**config.mk**
```make
export PLATFORM = sky130hd
export DESIGN_NAME = handshake_const_check
export DESIGN_NICKNAME = d
export VERILOG_FILES = /design/src/rtl/handshake_ctrl_tbuf_check.sv /design/src/rtl/handshake_pkg.sv /design/src/rtl/handshake_ctrl_tbuf.sv /design/src/rtl/handshake_const_check.sv
export SDC_FILE = /design/constraint.sdc
export NUM_CORES = 1
export LEC_CHECK = 0
export ABC_AREA = 1
export CAP_MARGIN = 20
export CORE_MARGIN = 1.5
export CORE_UTILIZATION = 47
export DETAILED_ROUTE_END_ITERATION = 10
export PLACE_DENSITY = 0.91
export SLEW_MARGIN = 15
export SYNTH_ARGS = -nofsm -noshare
export SYNTH_HDL_FRONTEND = slang
export SYNTH_SLANG_ARGS = --single-unit
export TNS_END_PERCENT = 1
```
**constraint.sdc**
```tcl
create_clock -name clk -period 2 [get_ports clk]
set_input_delay 0.6 -clock clk [delete_from_list [all_inputs] [get_ports clk]]
set_output_delay 0.6 -clock clk [all_outputs]
set_load 0.05 [all_outputs]
```
**src/rtl/handshake_ctrl_tbuf_check.sv**
```systemverilog

```
**src/rtl/handshake_pkg.sv**
```systemverilog
// Shared definitions for the handshake constant checker.
//   OCC_EMPTY / OCC_ONE / OCC_FULL : occupancy encoding of the 2-slot token buffer
//   sat_inc                        : saturating increment on a 64-bit carrier
package handshake_pkg;

   localparam int unsigned OCC_WIDTH = 2;

   localparam logic [OCC_WIDTH-1:0] OCC_EMPTY = 2'd0;
   localparam logic [OCC_WIDTH-1:0] OCC_ONE   = 2'd1;
   localparam logic [OCC_WIDTH-1:0] OCC_FULL  = 2'd2;

   // Callers zero-extend into 64 bits and cast the result back to their width.
   function automatic logic [63:0] sat_inc(input logic [63:0] value,
                                           input logic [63:0] max_value);
      return (value >= max_value) ? value : value + 64'd1;
   endfunction

endpackage

```
**src/rtl/handshake_ctrl_tbuf.sv**
```systemverilog
// Two-slot dataless elastic buffer; the occupancy counter is the whole buffer.
// Ports:
//   clk, rst    : clock, synchronous active-high reset
//   ins_valid   : upstream token valid
//   ins_ready   : registered, buffer not full
//   outs_valid  : registered, buffer not empty
//   outs_ready  : downstream accepts a token
//   accept_c    : combinational, token taken this cycle
//   emit_c      : combinational, token handed out this cycle
module handshake_ctrl_tbuf
   import handshake_pkg::*;
(
   input  logic clk,
   input  logic rst,
   input  logic ins_valid,
   output logic ins_ready,
   output logic outs_valid,
   input  logic outs_ready,
   output logic accept_c,
   output logic emit_c
);

   logic [OCC_WIDTH-1:0] occ;
   logic [OCC_WIDTH-1:0] occ_cur;
   logic [OCC_WIDTH-1:0] occ_next;

   // Handshake events come only from registered ready/valid.
   always_comb begin
      accept_c = ins_valid & ins_ready;
      emit_c   = outs_valid & outs_ready;
   end

   // Next occupancy; the unreachable code 3 is folded onto FULL.
   always_comb begin
      occ_cur  = (occ == 2'd3) ? OCC_FULL : occ;
      occ_next = occ_cur;
      case (occ_cur)
         OCC_EMPTY: begin
            if (accept_c) occ_next = OCC_ONE;
         end
         OCC_ONE: begin
            if (accept_c && !emit_c)      occ_next = OCC_FULL;
            else if (!accept_c && emit_c) occ_next = OCC_EMPTY;
         end
         default: begin
            if (emit_c) occ_next = OCC_ONE;
         end
      endcase
   end

   // ready/valid are flops loaded from occ_next so they always agree with occ.
   always_ff @(posedge clk) begin
      if (rst) begin
         occ        <= OCC_EMPTY;
         ins_ready  <= 1'b1;
         outs_valid <= 1'b0;
      end else begin
         occ        <= occ_next;
         ins_ready  <= (occ_next != OCC_FULL);
         outs_valid <= (occ_next != OCC_EMPTY);
      end
   end

endmodule

```
**src/rtl/handshake_const_check.sv**
```systemverilog
// Data-to-control endpoint: consumes data tokens, regenerates dataless control
// tokens through a 2-slot buffer and checks each token against EXPECTED.
// Ports:
//   clk, rst        : clock, synchronous active-high reset
//   ins/ins_valid   : input data token / valid
//   ins_ready       : registered, token can be accepted
//   outs_valid      : registered, control token available
//   outs_ready      : downstream accepts the control token
//   mismatch        : sticky, some accepted token differed from EXPECTED
//   mismatch_count  : saturating count of mismatching tokens
//   token_count     : saturating count of accepted tokens
module handshake_const_check
   import handshake_pkg::*;
#(
   parameter int unsigned DATA_WIDTH = 32,
   parameter logic [31:0] EXPECTED   = 32'h03382DB2,
   parameter int unsigned CNT_WIDTH  = 16
) (
   input  logic                  clk,
   input  logic                  rst,
   input  logic [DATA_WIDTH-1:0] ins,
   input  logic                  ins_valid,
   output logic                  ins_ready,
   output logic                  outs_valid,
   input  logic                  outs_ready,
   output logic                  mismatch,
   output logic [CNT_WIDTH-1:0]  mismatch_count,
   output logic [CNT_WIDTH-1:0]  token_count
);

   // Expected value zero-extended or truncated to the data width.
   localparam logic [DATA_WIDTH-1:0] EXP_VALUE = DATA_WIDTH'(EXPECTED);
   localparam logic [CNT_WIDTH-1:0]  CNT_MAX   = '1;

   logic                 accept;
   logic                 emit;
   logic                 mismatch_next;
   logic [CNT_WIDTH-1:0] mismatch_count_next;
   logic [CNT_WIDTH-1:0] token_count_next;

   handshake_ctrl_tbuf u_tbuf (
      .clk        (clk),
      .rst        (rst),
      .ins_valid  (ins_valid),
      .ins_ready  (ins_ready),
      .outs_valid (outs_valid),
      .outs_ready (outs_ready),
      .accept_c   (accept),
      .emit_c     (emit)
   );

   // Status update on accept; ins is only looked at when a token is taken.
   always_comb begin
      mismatch_next       = mismatch;
      mismatch_count_next = mismatch_count;
      token_count_next    = token_count;
      if (accept) begin
         token_count_next = CNT_WIDTH'(sat_inc(64'(token_count), 64'(CNT_MAX)));
         if (ins != EXP_VALUE) begin
            mismatch_next       = 1'b1;
            mismatch_count_next = CNT_WIDTH'(sat_inc(64'(mismatch_count), 64'(CNT_MAX)));
         end
      end
   end

   always_ff @(posedge clk) begin
      if (rst) begin
         mismatch       <= 1'b0;
         mismatch_count <= '0;
         token_count    <= '0;
      end else begin
         mismatch       <= mismatch_next;
         mismatch_count <= mismatch_count_next;
         token_count    <= token_count_next;
      end
   end

   // emit only matters inside the buffer; kept visible for debug probing.
   logic emit_unused;
   assign emit_unused = emit;

endmodule

```
==> results.sh <==
export IMPL_yosys_area_share_simple_pct=42.3
export IMPL_multi_input_area_um2=1310
export IMPL_grt_antenna_before_repair=0
export IMPL_holdCritPathClass="register to register"
export IMPL_max_clock_path_buffers=2
export IMPL_synth_area_leaders="dfxtp_1 33%, nand2_1 20%, a21oi_1 6.9%"
export IMPL_maxSlewViolCount=0
export IMPL_required_ns=2.23
export IMPL_synthMuxAreaShare_pct=0
export IMPL_clk_pin_slew_ns=0.08
export IMPL_drc=0
export IMPL_grt_pass1_wl_um=10400
export IMPL_cts_sinks=37
export IMPL_p_total_mw=1.71
export IMPL_num_vias=2562
export IMPL_synth_seq_cells=37
export IMPL_post_cts_buffers=0
export IMPL_fillers=367
export IMPL_fin_worst_skew_ns=0.00615
export IMPL_initial_core_util_pct=50.3
export IMPL_peakVddDrop_uv=424
export IMPL_cp_end_kind="register"
export IMPL_hold_ws_ns=0.506
export IMPL_criticalPathCategory="register to register"
export IMPL_finalSetupViolations=0
export IMPL_seqCellArea_um2=741
export IMPL_p_leak_nw=1.26
export IMPL_postSynthAreaPerCell_um2=6.30
export IMPL_period_share_pct=89.7
export IMPL_die_w_um=72.2
export IMPL_cts_resized=0
export IMPL_critPathArrivalTime_ns=2.02
export IMPL_die_area_um2=5210
export IMPL_grt_ovfl_total=0
export IMPL_tightest_slew_ns=0.410
export IMPL_hold_violations=0
export IMPL_synth_top_area_cell="dfxtp_1"
export IMPL_cts_root_buffer="clkbuf_8"
export IMPL_startpoint_type="register"
export IMPL_syn_num_nets=395
export IMPL_dp_final_hpwl_um=4620
export IMPL_postRouteAntennaNets=0
export IMPL_layout_drive_gt1_share_pct=14.7
export IMPL_synth_top_family_by_area="simple AND/OR/NAND/NOR gates"
export IMPL_max_freq_mhz=557
export IMPL_io_buffers=70
export IMPL_synth_adder_area_share_pct=1.11
export IMPL_synth_compound_area_share_pct=8.40
export IMPL_synth_cells=357
export IMPL_finalCriticalPeriod_ns=1.79
export IMPL_routedWlPerCell_um=12.9
export IMPL_cap_violations=0
export IMPL_die_h_um=72.2
export IMPL_nNetsFinal=472
export IMPL_ios=71
export IMPL_crit_fanout=11
export IMPL_ctsHoldBuffers=0
export IMPL_htree_levels=2
export IMPL_numCtsBuffers=5
export IMPL_ys_seq_area_share_pct=32.9
export IMPL_clock_latency_ns=0.30
export IMPL_design_core_area_um2=4470
export IMPL_synth_distinct_cells=26
export IMPL_rsz0062_at_grt="false"
export IMPL_synth_top_area_share_pct=32.9
export IMPL_grt_total_usage_pct=24.9
export IMPL_drt_iter0_drc=177
export IMPL_antenna_cells=0
export IMPL_syn_cell_area_um2=2250
export IMPL_routed_wl_um=6290
export IMPL_drt_pass1_iterations=4
export IMPL_status="finished clean"
export IMPL_grt_pass1_vias=2413
export IMPL_rows=24
export IMPL_yosys_warnings=0
export IMPL_vias_per_cell=5.26
export IMPL_slew_headroom_pct=72.4
export IMPL_gp_congestion=0.906
export IMPL_area_growth_pct=35.8
export IMPL_synth_xor_area_share_pct=6.23
export IMPL_power_density_nw_per_um2=561
export IMPL_grt_max_degree=19
export IMPL_cts_tree="yes"
[worst max-delay path, stage by stage, from the launching register on]
cell and delay [ns]:
dfxtp_1 0.42, ha_1 0.26, nand3_1 0.16, nor2_2 0.24, nand3_2 0.13, nand2_4 0.12, buf_4 0.18, nand2_1 0.06
a21oi_1 0.15
[registers in the layout, summed over array words and instances, names as in the netlist]
register and flops:
mismatch_count 16, token_count 16, u_tbuf.occ 2, mismatch 1, u_tbuf.ins_ready 1, u_tbuf.outs_valid 1
[layout make-up]
class                      count  share of cell area (%)
multi-input combinational    271                    42.7
sequential                    37                    24.3
clock buffer                   7                    2.83
inverter                      41                    5.04
timing repair buffer          78                    22.0
clock inverter                 1                   0.983
tap                           52                    2.13
[layout by cell type, fill, tap and decap left out, types with 5 or more instances in the layout]
master           synthesis  layout
clkdlybuf4s50_1          0      35
xor2_1                  12      12
dfxtp_1                 37      37
nand4_1                  8       8
a21oi_1                 31      31
o21ai_0                  5       5
nand2_1                120     120
nand3_1                 29      29
buf_4                    0      43
inv_1                   40      40
nor2_1                  38      38
clkbuf_8                 0       6
[metal layers]
metal,wire [um],share of wire [%],global-route usage [%],vias to the layer above
li1,-,-,-,1277
met1,2570,41,29.0,1152
met2,3100,49,44.5,107
met3,425,6.8,4.31,26
met4,191,3.0,11.3,0
met5,0,0,0,-
[logic make-up after synthesis]
family          Yosys count
compound gates           37
buf+inv                  49
xor+xnor                 16
simple gates            216
fa+ha+maj                 2
flops                    37
[final timing paths]
check	start	to	slack, ns	cells after the start
max	token_count[1]	token_count[8]	0.21	8
min	token_count[15]	token_count[15]	0.51	2
max reg2reg	token_count[1]	token_count[8]	0.21	8
min reg2reg	token_count[15]	token_count[15]	0.51	2
[where the power goes]
group          leakage, nW  switching [mW]  internal (mW)  total (mW)
Clock               0.0585           0.277          0.407       0.684
Sequential           0.300          0.0167          0.754       0.771
Combinational        0.902           0.142          0.115       0.257
Total                 1.26           0.436           1.28        1.71
[per-stage QoR]
step	cells	cell area (um2)	TNS (ns)	setup slack, ns	utilization (%)
5_1_grt	487	3050	0	0.0247	68.3
4_1_cts	487	3050	0	0.218	68.3
6_report	487	3050	0	0.206	68.3
3_5_place_dp	479	2940	-0.770	-0.0696	65.7
2_1_floorplan	357	2250	0	0.0232	-
3_3_place_gp	479	2940	0	0.0391	65.7
[synth_stat cells]
cell and n:
and2_1 2, nor3_1 4, or2_2 1, o21ai_0 5
clkbuf_1 3, nand4_1 8, xor2_1 12, nand3_2 1
nand3b_1 3, buf_6 2, dfxtp_1 37, nand2_2 2
a21oi_2 1, inv_2 1, xnor2_1 4, inv_1 40
nor2_4 3, buf_2 3, nor2_1 38, nand2_4 2
ha_1 2, nor3_2 1, a21oi_1 31, nor2_2 2
nand2_1 120, nand3_1 29
(Power assumes the default switching activity.)
